==> config.mk <==
export PLATFORM = sky130hd
export DESIGN_NAME = spi_slave
export DESIGN_NICKNAME = d
export VERILOG_FILES = /design/src/rtl/spi_slave.sv
export SDC_FILE = /design/constraint.sdc
export NUM_CORES = 1
export LEC_CHECK = 0
export CELL_PAD_IN_SITES_DETAIL_PLACEMENT = 0
export CELL_PAD_IN_SITES_GLOBAL_PLACEMENT = 1
export CORE_MARGIN = 10
export CORE_UTILIZATION = 39
export CTS_CLUSTER_DIAMETER = 120
export DETAILED_ROUTE_END_ITERATION = 8
export PLACE_DENSITY = 0.75
export SETUP_SLACK_MARGIN = 0.05
export SYNTH_ARGS = -nofsm -noshare
export SYNTH_HDL_FRONTEND = slang
export SYNTH_SLANG_ARGS = --single-unit
==> constraint.sdc <==
create_clock -name clk -period 2.3 [get_ports clk]
set_input_delay 0.575 -clock clk [delete_from_list [all_inputs] [get_ports clk]]
set_output_delay 0.575 -clock clk [all_outputs]
set_load 0.005 [all_outputs]
==> src/rtl/spi_slave.sv <==
// spi_slave: SPI responder clocked entirely by clk. spi_clk, cs and mosi are
// oversampled through a synchronizer plus one history flop. All four CPOL/CPHA
// modes are supported. Received words are assembled MSB-first, and a response
// word is shifted out on miso.
//
// Ports
//   clk, reset         system clock, synchronous active-high reset
//   polarity, phase    CPOL/CPHA, latched at the cs falling edge
//   spi_clk, cs, mosi  raw SPI pins (asynchronous; cs is active-low)
//   miso, miso_oe      serial response and its drive enable
//   tx_data, tx_ack    response word, sampled when tx_ack pulses
//   rx_data, rx_valid  last complete word and its one-cycle update strobe
//   frame_err          one-cycle pulse when cs rises mid-word
//   count, state       bits remaining in the current word / FSM state (debug)
//
// state     | meaning
// ----------+---------------------------------------------------------------
// WAIT_HIGH | after reset; ignore everything until the synchronized cs is high
// IDLE      | bus idle; wait for a cs falling edge
// SHIFT     | frame active; sample and shift on spi_clk edges
module spi_slave #(
  parameter int DATA_W      = 8,
  parameter int SYNC_STAGES = 2
) (
  input  logic              clk,
  input  logic              reset,
  input  logic              polarity,
  input  logic              phase,
  input  logic              spi_clk,
  input  logic              cs,
  input  logic              mosi,
  output logic              miso,
  output logic              miso_oe,
  input  logic [DATA_W-1:0] tx_data,
  output logic              tx_ack,
  output logic [DATA_W-1:0] rx_data,
  output logic              rx_valid,
  output logic              frame_err,
  output logic [3:0]        count,
  output logic [1:0]        state
);

  typedef enum logic [1:0] {
    WAIT_HIGH = 2'd0,
    IDLE      = 2'd1,
    SHIFT     = 2'd2
  } state_t;

  localparam logic [3:0] CNT_FULL = 4'(DATA_W);

  logic [SYNC_STAGES-1:0] sclk_sync_q, cs_sync_q, mosi_sync_q;
  logic                   sclk_hist_q, cs_hist_q;

  state_t                 state_q, state_d;
  logic                   cpol_q, cpol_d, cpha_q, cpha_d;
  logic                   byte_done_q, byte_done_d;
  logic [3:0]             count_q, count_d;
  logic [DATA_W-1:0]      tx_shift_q, tx_shift_d;
  logic [DATA_W-1:0]      rx_shift_q, rx_shift_d;
  logic [DATA_W-1:0]      rx_data_q, rx_data_d;
  logic                   rx_valid_q, rx_valid_d;
  logic                   tx_ack_q, tx_ack_d;
  logic                   frame_err_q, frame_err_d;

  logic sclk_s, cs_s, mosi_s;
  logic sclk_rise, sclk_fall, cs_rise, cs_fall;
  logic lead_edge, trail_edge, sample_edge, shift_edge;

  // cs synchronizer resets to 0 so WAIT_HIGH only leaves on a genuine high cs,
  // never on a stale reset value while a frame is still in progress.
  always_ff @(posedge clk) begin
    if (reset) begin
      sclk_sync_q <= '0;
      cs_sync_q   <= '0;
      mosi_sync_q <= '0;
      sclk_hist_q <= 1'b0;
      cs_hist_q   <= 1'b0;
    end else begin
      sclk_sync_q <= {sclk_sync_q[SYNC_STAGES-2:0], spi_clk};
      cs_sync_q   <= {cs_sync_q[SYNC_STAGES-2:0], cs};
      mosi_sync_q <= {mosi_sync_q[SYNC_STAGES-2:0], mosi};
      sclk_hist_q <= sclk_sync_q[SYNC_STAGES-1];
      cs_hist_q   <= cs_sync_q[SYNC_STAGES-1];
    end
  end

  assign sclk_s    = sclk_sync_q[SYNC_STAGES-1];
  assign cs_s      = cs_sync_q[SYNC_STAGES-1];
  assign mosi_s    = mosi_sync_q[SYNC_STAGES-1];
  assign sclk_rise = sclk_s & ~sclk_hist_q;
  assign sclk_fall = ~sclk_s & sclk_hist_q;
  assign cs_rise   = cs_s & ~cs_hist_q;
  assign cs_fall   = ~cs_s & cs_hist_q;

  assign lead_edge   = cpol_q ? sclk_fall : sclk_rise;
  assign trail_edge  = cpol_q ? sclk_rise : sclk_fall;
  assign sample_edge = cpha_q ? trail_edge : lead_edge;
  assign shift_edge  = cpha_q ? lead_edge : trail_edge;

  always_comb begin
    state_d     = state_q;
    cpol_d      = cpol_q;
    cpha_d      = cpha_q;
    byte_done_d = byte_done_q;
    count_d     = count_q;
    tx_shift_d  = tx_shift_q;
    rx_shift_d  = rx_shift_q;
    rx_data_d   = rx_data_q;
    rx_valid_d  = 1'b0;
    tx_ack_d    = 1'b0;
    frame_err_d = 1'b0;

    case (state_q)
      WAIT_HIGH: begin
        if (cs_s) state_d = IDLE;
      end
      IDLE: begin
        if (cs_fall) begin
          cpol_d      = polarity;
          cpha_d      = phase;
          tx_shift_d  = tx_data;
          tx_ack_d    = 1'b1;
          byte_done_d = phase;
          count_d     = CNT_FULL;
          state_d     = SHIFT;
        end
      end
      SHIFT: begin
        // A cs edge takes priority over any spi_clk edge seen in the same clk.
        if (cs_rise) begin
          if (count_q != CNT_FULL) frame_err_d = 1'b1;
          count_d = CNT_FULL;
          state_d = IDLE;
        end else begin
          if (sample_edge) begin
            rx_shift_d = {rx_shift_q[DATA_W-2:0], mosi_s};
            if (count_q == 4'd1) begin
              rx_data_d   = {rx_shift_q[DATA_W-2:0], mosi_s};
              rx_valid_d  = 1'b1;
              count_d     = CNT_FULL;
              byte_done_d = 1'b1;
            end else begin
              count_d = count_q - 4'd1;
            end
          end
          // Sample and shift edges are opposite spi_clk edges, never both.
          if (shift_edge) begin
            if (byte_done_q) begin
              tx_shift_d  = tx_data;
              tx_ack_d    = 1'b1;
              byte_done_d = 1'b0;
            end else begin
              tx_shift_d = {tx_shift_q[DATA_W-2:0], 1'b0};
            end
          end
        end
      end
      default: state_d = WAIT_HIGH;
    endcase
  end

  always_ff @(posedge clk) begin
    if (reset) begin
      state_q     <= WAIT_HIGH;
      cpol_q      <= 1'b0;
      cpha_q      <= 1'b0;
      byte_done_q <= 1'b0;
      count_q     <= CNT_FULL;
      tx_shift_q  <= '0;
      rx_shift_q  <= '0;
      rx_data_q   <= '0;
      rx_valid_q  <= 1'b0;
      tx_ack_q    <= 1'b0;
      frame_err_q <= 1'b0;
    end else begin
      state_q     <= state_d;
      cpol_q      <= cpol_d;
      cpha_q      <= cpha_d;
      byte_done_q <= byte_done_d;
      count_q     <= count_d;
      tx_shift_q  <= tx_shift_d;
      rx_shift_q  <= rx_shift_d;
      rx_data_q   <= rx_data_d;
      rx_valid_q  <= rx_valid_d;
      tx_ack_q    <= tx_ack_d;
      frame_err_q <= frame_err_d;
    end
  end

  assign miso_oe   = (state_q == SHIFT);
  assign miso      = (state_q == SHIFT) ? tx_shift_q[DATA_W-1] : 1'b1;
  assign tx_ack    = tx_ack_q;
  assign rx_data   = rx_data_q;
  assign rx_valid  = rx_valid_q;
  assign frame_err = frame_err_q;
  assign count     = count_q;
  assign state     = state_q;

endmodule

# --- After elaboration in Yosys (flattened, before gate mapping) ---
# Index checks and enable logic that the tools add are counted.
classes:
  addsub: 1
  eq_ne: 10
  n_mux: 33
  n_bitwise: 11
  reduce_logical: 11
ops:
  columns: ["operator", "count"]
  rows:
  - ["$mux W8", 4]
  - ["$mux W1", 17]
  - ["$mux W4", 4]
  - ["$pmux W8 S2", 1]
  - ["$reduce_and A3 Y1", 4]
  - ["$pmux W4 S2", 1]
  - ["$reduce_and A4 Y1", 2]
  - ["$not A1 Y1", 7]
  - ["$mux W2", 3]
  - ["$ne A2 B2 Y1 const B", 3]
  - ["$pmux W2 S3", 1]
  - ["$and A1 B1 Y1", 4]
  - ["$eq A4 B1 Y1 const B", 1]
  - ["$ne A2 B1 Y1 const B", 2]
  - ["$ne A4 B4 Y1 const B", 1]
  - ["$pmux W1 S2", 2]
  - ["$reduce_or A4 Y1", 1]
  - ["$sub A4 B1 Y4 const B", 1]
  - ["$ne A3 B1 Y1 const B", 1]
  - ["$reduce_or A3 Y1", 1]
  - ["$eq A2 B1 Y1 const B", 1]
  - ["$eq A2 B2 Y1 const B", 1]
  - ["$logic_not A2 Y1", 1]
  - ["$reduce_and A2 Y1", 1]
  - ["$reduce_bool A2 Y1", 1]
totals:
  reg_bits: 43
  in_bits: 15
  output_inout_bits: 19
  elab_cells: 82

# --- Depth between registers and ports, before layout ---
# Gate-level depths: netlist of run 1.
logic_depth:
  word_depth: 9
  mapped_depth: 9
  depth_no_buf: 7

# --- Least setup slack after synthesis of run 1 ---
# No wires, ideal clock.
synth_path:
  kind: "reg-to-reg"
  startpoint: "register state_q[0], in the netlist state[0]"
  endpoint: "register count_q[3], in the netlist count[3]"
  setup_ns: 0.127
  arrival_ns: 1.642
  t_required_ns: 2.173
  setup_slack_ns: 0.531
  path_stages_with_launch: 7
  synth_period_minus_slack_ns: 1.769
  path_cell_list: "dfxtp_1 -> inv_1 -> ha_1 -> a21boi_0 -> o211ai_2 -> xnor2_1 -> or3_1"
synth_between:
  elab_chain_cells: 3
synth_lines:
  columns: ["item", "line", "source"]
  rows:
  - ["from (decl)", "54", "state_t state_q, state_d;"]
  - ["from (signal assigned)", "176", "state_q <= state_d;"]
  - ["$eq A2 B2 Y1 / $eq A2 B1 Y1 (equally long branches)", "113", "case (state_q)"]
  - ["$ne A3 B1 Y1 (no line) (tied with other cells)", null, null]
  - ["$reduce_and A3 Y1 (no line)", null, null]
  - ["to (signal assigned)", "180", "count_q <= count_d;"]
  - ["to (decl)", "57", "logic [3:0] count_q, count_d;"]
# Several ways; a longest one is shown, not always the timed one.
# A chain may end at the register's enable or synchronous reset.

# --- Worst setup path after layout of run 1 ---
layout_path:
  startpoint: "register state_q[0], in the netlist state[0]"
  endpoint: "output port miso"
layout_between:
  elab_chain_cells: 2
layout_lines:
  columns: ["item", "line", "source"]
  rows:
  - ["$eq A2 B2 Y1", "191", "assign miso = (state_q == SHIFT) ? tx_shift_q[DATA_W-1] : 1'b1;"]
  - ["$mux W1", "191", null]
  - ["to (decl)", "32", "output logic miso,"]
# Every way passes these cells.

==> results.json, run 1 <==
{
  "clkPwrFrac_pct": 23.7,
  "finalSetupTns_ps": 0,
  "die_w_um": 89.1,
  "start_util_pct": 39.9,
  "syn_inst": 204,
  "worstPathArrival_ps": 1590,
  "p_int_w": 0.00136,
  "worstSkewPairLatency_ps": 300,
  "path_delay_family": "buffers and inverters",
  "grtUsageTotal_pct": 10.9,
  "synthesis.area_sq_um": 1860,
  "setup_viol": 0,
  "core_sq_um": 4660,
  "vias": 1485,
  "seqPwrFrac_pct": 45.7,
  "dp_hpwl_um": 2890,
  "cts_tree": "done",
  "grt_overflow": 0,
  "rsz0062_at_grt": "false",
  "grt_pass1_wl_um": 6720,
  "p_per_area_nw_per_um2": 836,
  "h-tree-depth": 2,
  "worst-setup-path-type": "reg -> out",
  "ctsResizeCount": 1,
  "p_sw_share_pct": 31.4,
  "outcome": "finished clean",
  "crit_path_end_kind": "primary output",
  "numCtsBuffers": 5,
  "critPathLaunchType": "flip-flop",
  "path_buf_inv": 2,
  "route.detailed.drc": 0,
  "synth_top_area_cell": "dfxtp_1",
  "drtIter0Drc": 92,
  "slew_viol_final": 0,
  "hold_slack_ps": 441,
  "period_share_pct": 94.1,
  "grt_max_degree": 18,
  "antenna_found_initial": 0,
  "post_drt_wl_per_cell_um": 13.1,
  "hold_violations": 0,
  "worstMarginPinSlew_ps": 526,
  "die_y_um": 89.1,
  "num_antenna_cells": 0,
  "power_leakage_nw": 0.885,
  "slowest_stage": "clkdlybuf4s50_1",
  "path_cells": "inv_1 -> ha_2 -> nand2b_1 -> clkdlybuf4s50_1",
  "ys_types": 39,
  "crit_required_ps": 1730,
  "synth_area_leaders": "dfxtp_1, mux2i_1, nand2_1",
  "synth_top_area_share_pct": 46.2,
  "port-buffer-count": 33,
  "slowest_delay_ps": 490,
  "clkTransAtPathRegs_ps": 80,
  "ant_nets": 0,
  "ir_worst_vdd_mv": 0.352,
  "grt_pass1_vias": 1504,
  "avgViaCountPerCell": 4.97,
  "area_growth_pct": 27.4,
  "comb_power_share_pct": 30.6,
  "place_congestion": 0.759,
  "die-area_sq_um": 7940,
  "root_buffer": "clkbuf_8",
  "crit_fanout": 7,
  "seq_area_frac_synth_pct": 46.2,
  "hp-class": "reg -> reg",
  "postCtsSetupRepairBufs": 0,
  "rows": 25,
  "maxSlewHeadroom_pct": 64.6,
  "fillers": 440,
  "routed_wl_um": 3920,
  "dr.pass1.iters": 4,
  "multi_input_area_sq_um": 917,
  "p_sw_w": 0.000623,
  "fin_nets": 265,
  "skew_ps": 6.22,
  "seq_area_sq_um": 861,
  "numClockSinks": 43,
  "cts-hold-fix-buffers": 0,
  "ys_warn_count": 0,
  "drv_cap": 0,
  "syn-num-nets": 225,
  "period_needed_ps": 2160,
  "avgSynthCellArea_sq_um": 9.13,
  "cts_max_path_buffers": 2,
  "io_pins": 34,
  "synth-seq-cells": 43,
  "drive_gt1_share_pct": 10.2,
  "max_freq_mhz": 462
}
## power groups by stage
stage                     sequential [W]  clock [W]  combinational (W)
after floorplan                 0.000915          0           0.000435
after global placement          0.000925          0           0.000608
after detailed placement        0.000926          0           0.000610
after CTS                       0.000908   0.000487           0.000613
after global routing            0.000919   0.000523           0.000696
final                           0.000906   0.000470           0.000606
## synth_stat cells, drive strengths merged
cell	n
nor2	18
nand3b	1
a221oi	1
or3b	1
ha	6
a211oi	7
o211ai	3
xor2	2
nand2	30
a32o	1
a221o	1
maj3	1
or3	1
dfxtp	43
a21oi	18
a31oi	1
nand3	10
nor3b	1
buf	3
or2b	1
xnor2	1
mux2i	12
and2	2
clkbuf	6
nor2b	8
inv	8
a21boi	1
o311ai	1
o21ai	3
nand2b	5
a32oi	1
nor3	4
and3	1
nor4b	1
## cell usage in the layout (no fill, tap or decap), types with 2 or more instances in the layout
cell type | synthesis | routed
nand3_1 | 10 | 10
buf_4 | 0 | 8
a211oi_2 | 2 | 2
and2_1 | 2 | 2
nor3_1 | 4 | 4
inv_1 | 8 | 8
a211oi_1 | 5 | 5
clkdlybuf4s50_1 | 0 | 33
dfxtp_1 | 43 | 43
o211ai_1 | 2 | 2
o21ai_0 | 3 | 3
ha_1 | 6 | 5
nor2_1 | 18 | 18
nand2b_1 | 5 | 5
mux2i_1 | 11 | 11
nand2_1 | 29 | 29
a21oi_1 | 18 | 18
clkbuf_8 | 0 | 5
nor2b_1 | 8 | 8
## cells by family after synthesis
family | after synthesis | synth area share, %
AOI/OAI and AO/OA | 38 | 14.5
xor gates and xnor gates | 3 | 1.81
adders and majority gates | 7 | 4.57
buffers and inverters | 17 | 4.64
DFF | 43 | 46.2
muxes | 12 | 6.65
and+or+nand+nor | 84 | 21.6
## worst paths after layout
path                                                end  slack [ps]  cells after the start               startpoint
worst max-delay path                               miso         140                      4    state[0]$_SDFFE_PP0P_
worst min register to register  cs_sync_q[1]$_SDFF_PP0_         440                      1  cs_sync_q[0]$_SDFF_PP0_
worst min-delay path            cs_sync_q[1]$_SDFF_PP0_         440                      1  cs_sync_q[0]$_SDFF_PP0_
worst max register to register    count[3]$_SDFFE_PP1P_         450                      6    state[1]$_SDFFE_PP0P_
## final cells by class
| class | count | area share, % |
|---|---|---|
| clock buffer | 6 | 3.06 |
| sequential | 43 | 36.3 |
| timing repair buffer | 42 | 17.3 |
| multi-input combinational | 144 | 38.7 |
| tap | 54 | 2.85 |
| inverter | 8 | 1.27 |
| clock inverter | 2 | 0.528 |
## flip-flops by register name (all words and copies together) (netlist names), 2 cells and up
name and count:
cs_sync_q 2, sclk_sync_q 2, rx_data 8, state 2
rx_shift_q 7, mosi_sync_q 2, tx_shift_q 8, count 4
## metal layers
metal / global-route usage [%] / share of wire [%] / wire [um]
met1: 13.1 / 48 / 1880
met2: 16.5 / 44 / 1720
met3: 4.56 / 6.6 / 259
met4: 4.77 / 1.7 / 68
met5: 0 / 0 / 0
## per-stage QoR
stage | instance area (sq um) | setup WS (ps) | util (%) | power (W) | std cells
2_1_floorplan | 1860 | 531 | - | 0.00135 | 204
3_3_place_gp | 2280 | 411 | 49.0 | 0.00153 | 291
3_5_place_dp | 2280 | 379 | 49.0 | 0.00154 | 291
4_1_cts | 2370 | 123 | 50.9 | 0.00201 | 299
5_1_grt | 2370 | 50.3 | 50.9 | 0.00214 | 299
6_report | 2370 | 135 | 50.9 | 0.00198 | 299
No activity file was read; power rests on OpenSTA's default activity.
==> run 2, diff against run 1 <==
--- a/config.mk
+++ b/config.mk
@@ -10,6 +10,7 @@
 export CORE_MARGIN = 10
 export CORE_UTILIZATION = 39
 export CTS_CLUSTER_DIAMETER = 120
+export CTS_CLUSTER_SIZE = 10
 export DETAILED_ROUTE_END_ITERATION = 8
 export PLACE_DENSITY = 0.75
 export SETUP_SLACK_MARGIN = 0.05
==> results of run 2 <==
No change in the layout: final DEF, timing and power equal those of run 1.
==> run 3, diff against run 2 <==
--- a/config.mk
+++ b/config.mk
@@ -14,6 +14,7 @@
 export DETAILED_ROUTE_END_ITERATION = 8
 export PLACE_DENSITY = 0.75
 export SETUP_SLACK_MARGIN = 0.05
+export SLEW_MARGIN = 25
 export SYNTH_ARGS = -nofsm -noshare
 export SYNTH_HDL_FRONTEND = slang
 export SYNTH_SLANG_ARGS = --single-unit
==> results of run 3 <==
No change in the layout: final DEF, timing and power equal those of run 1.
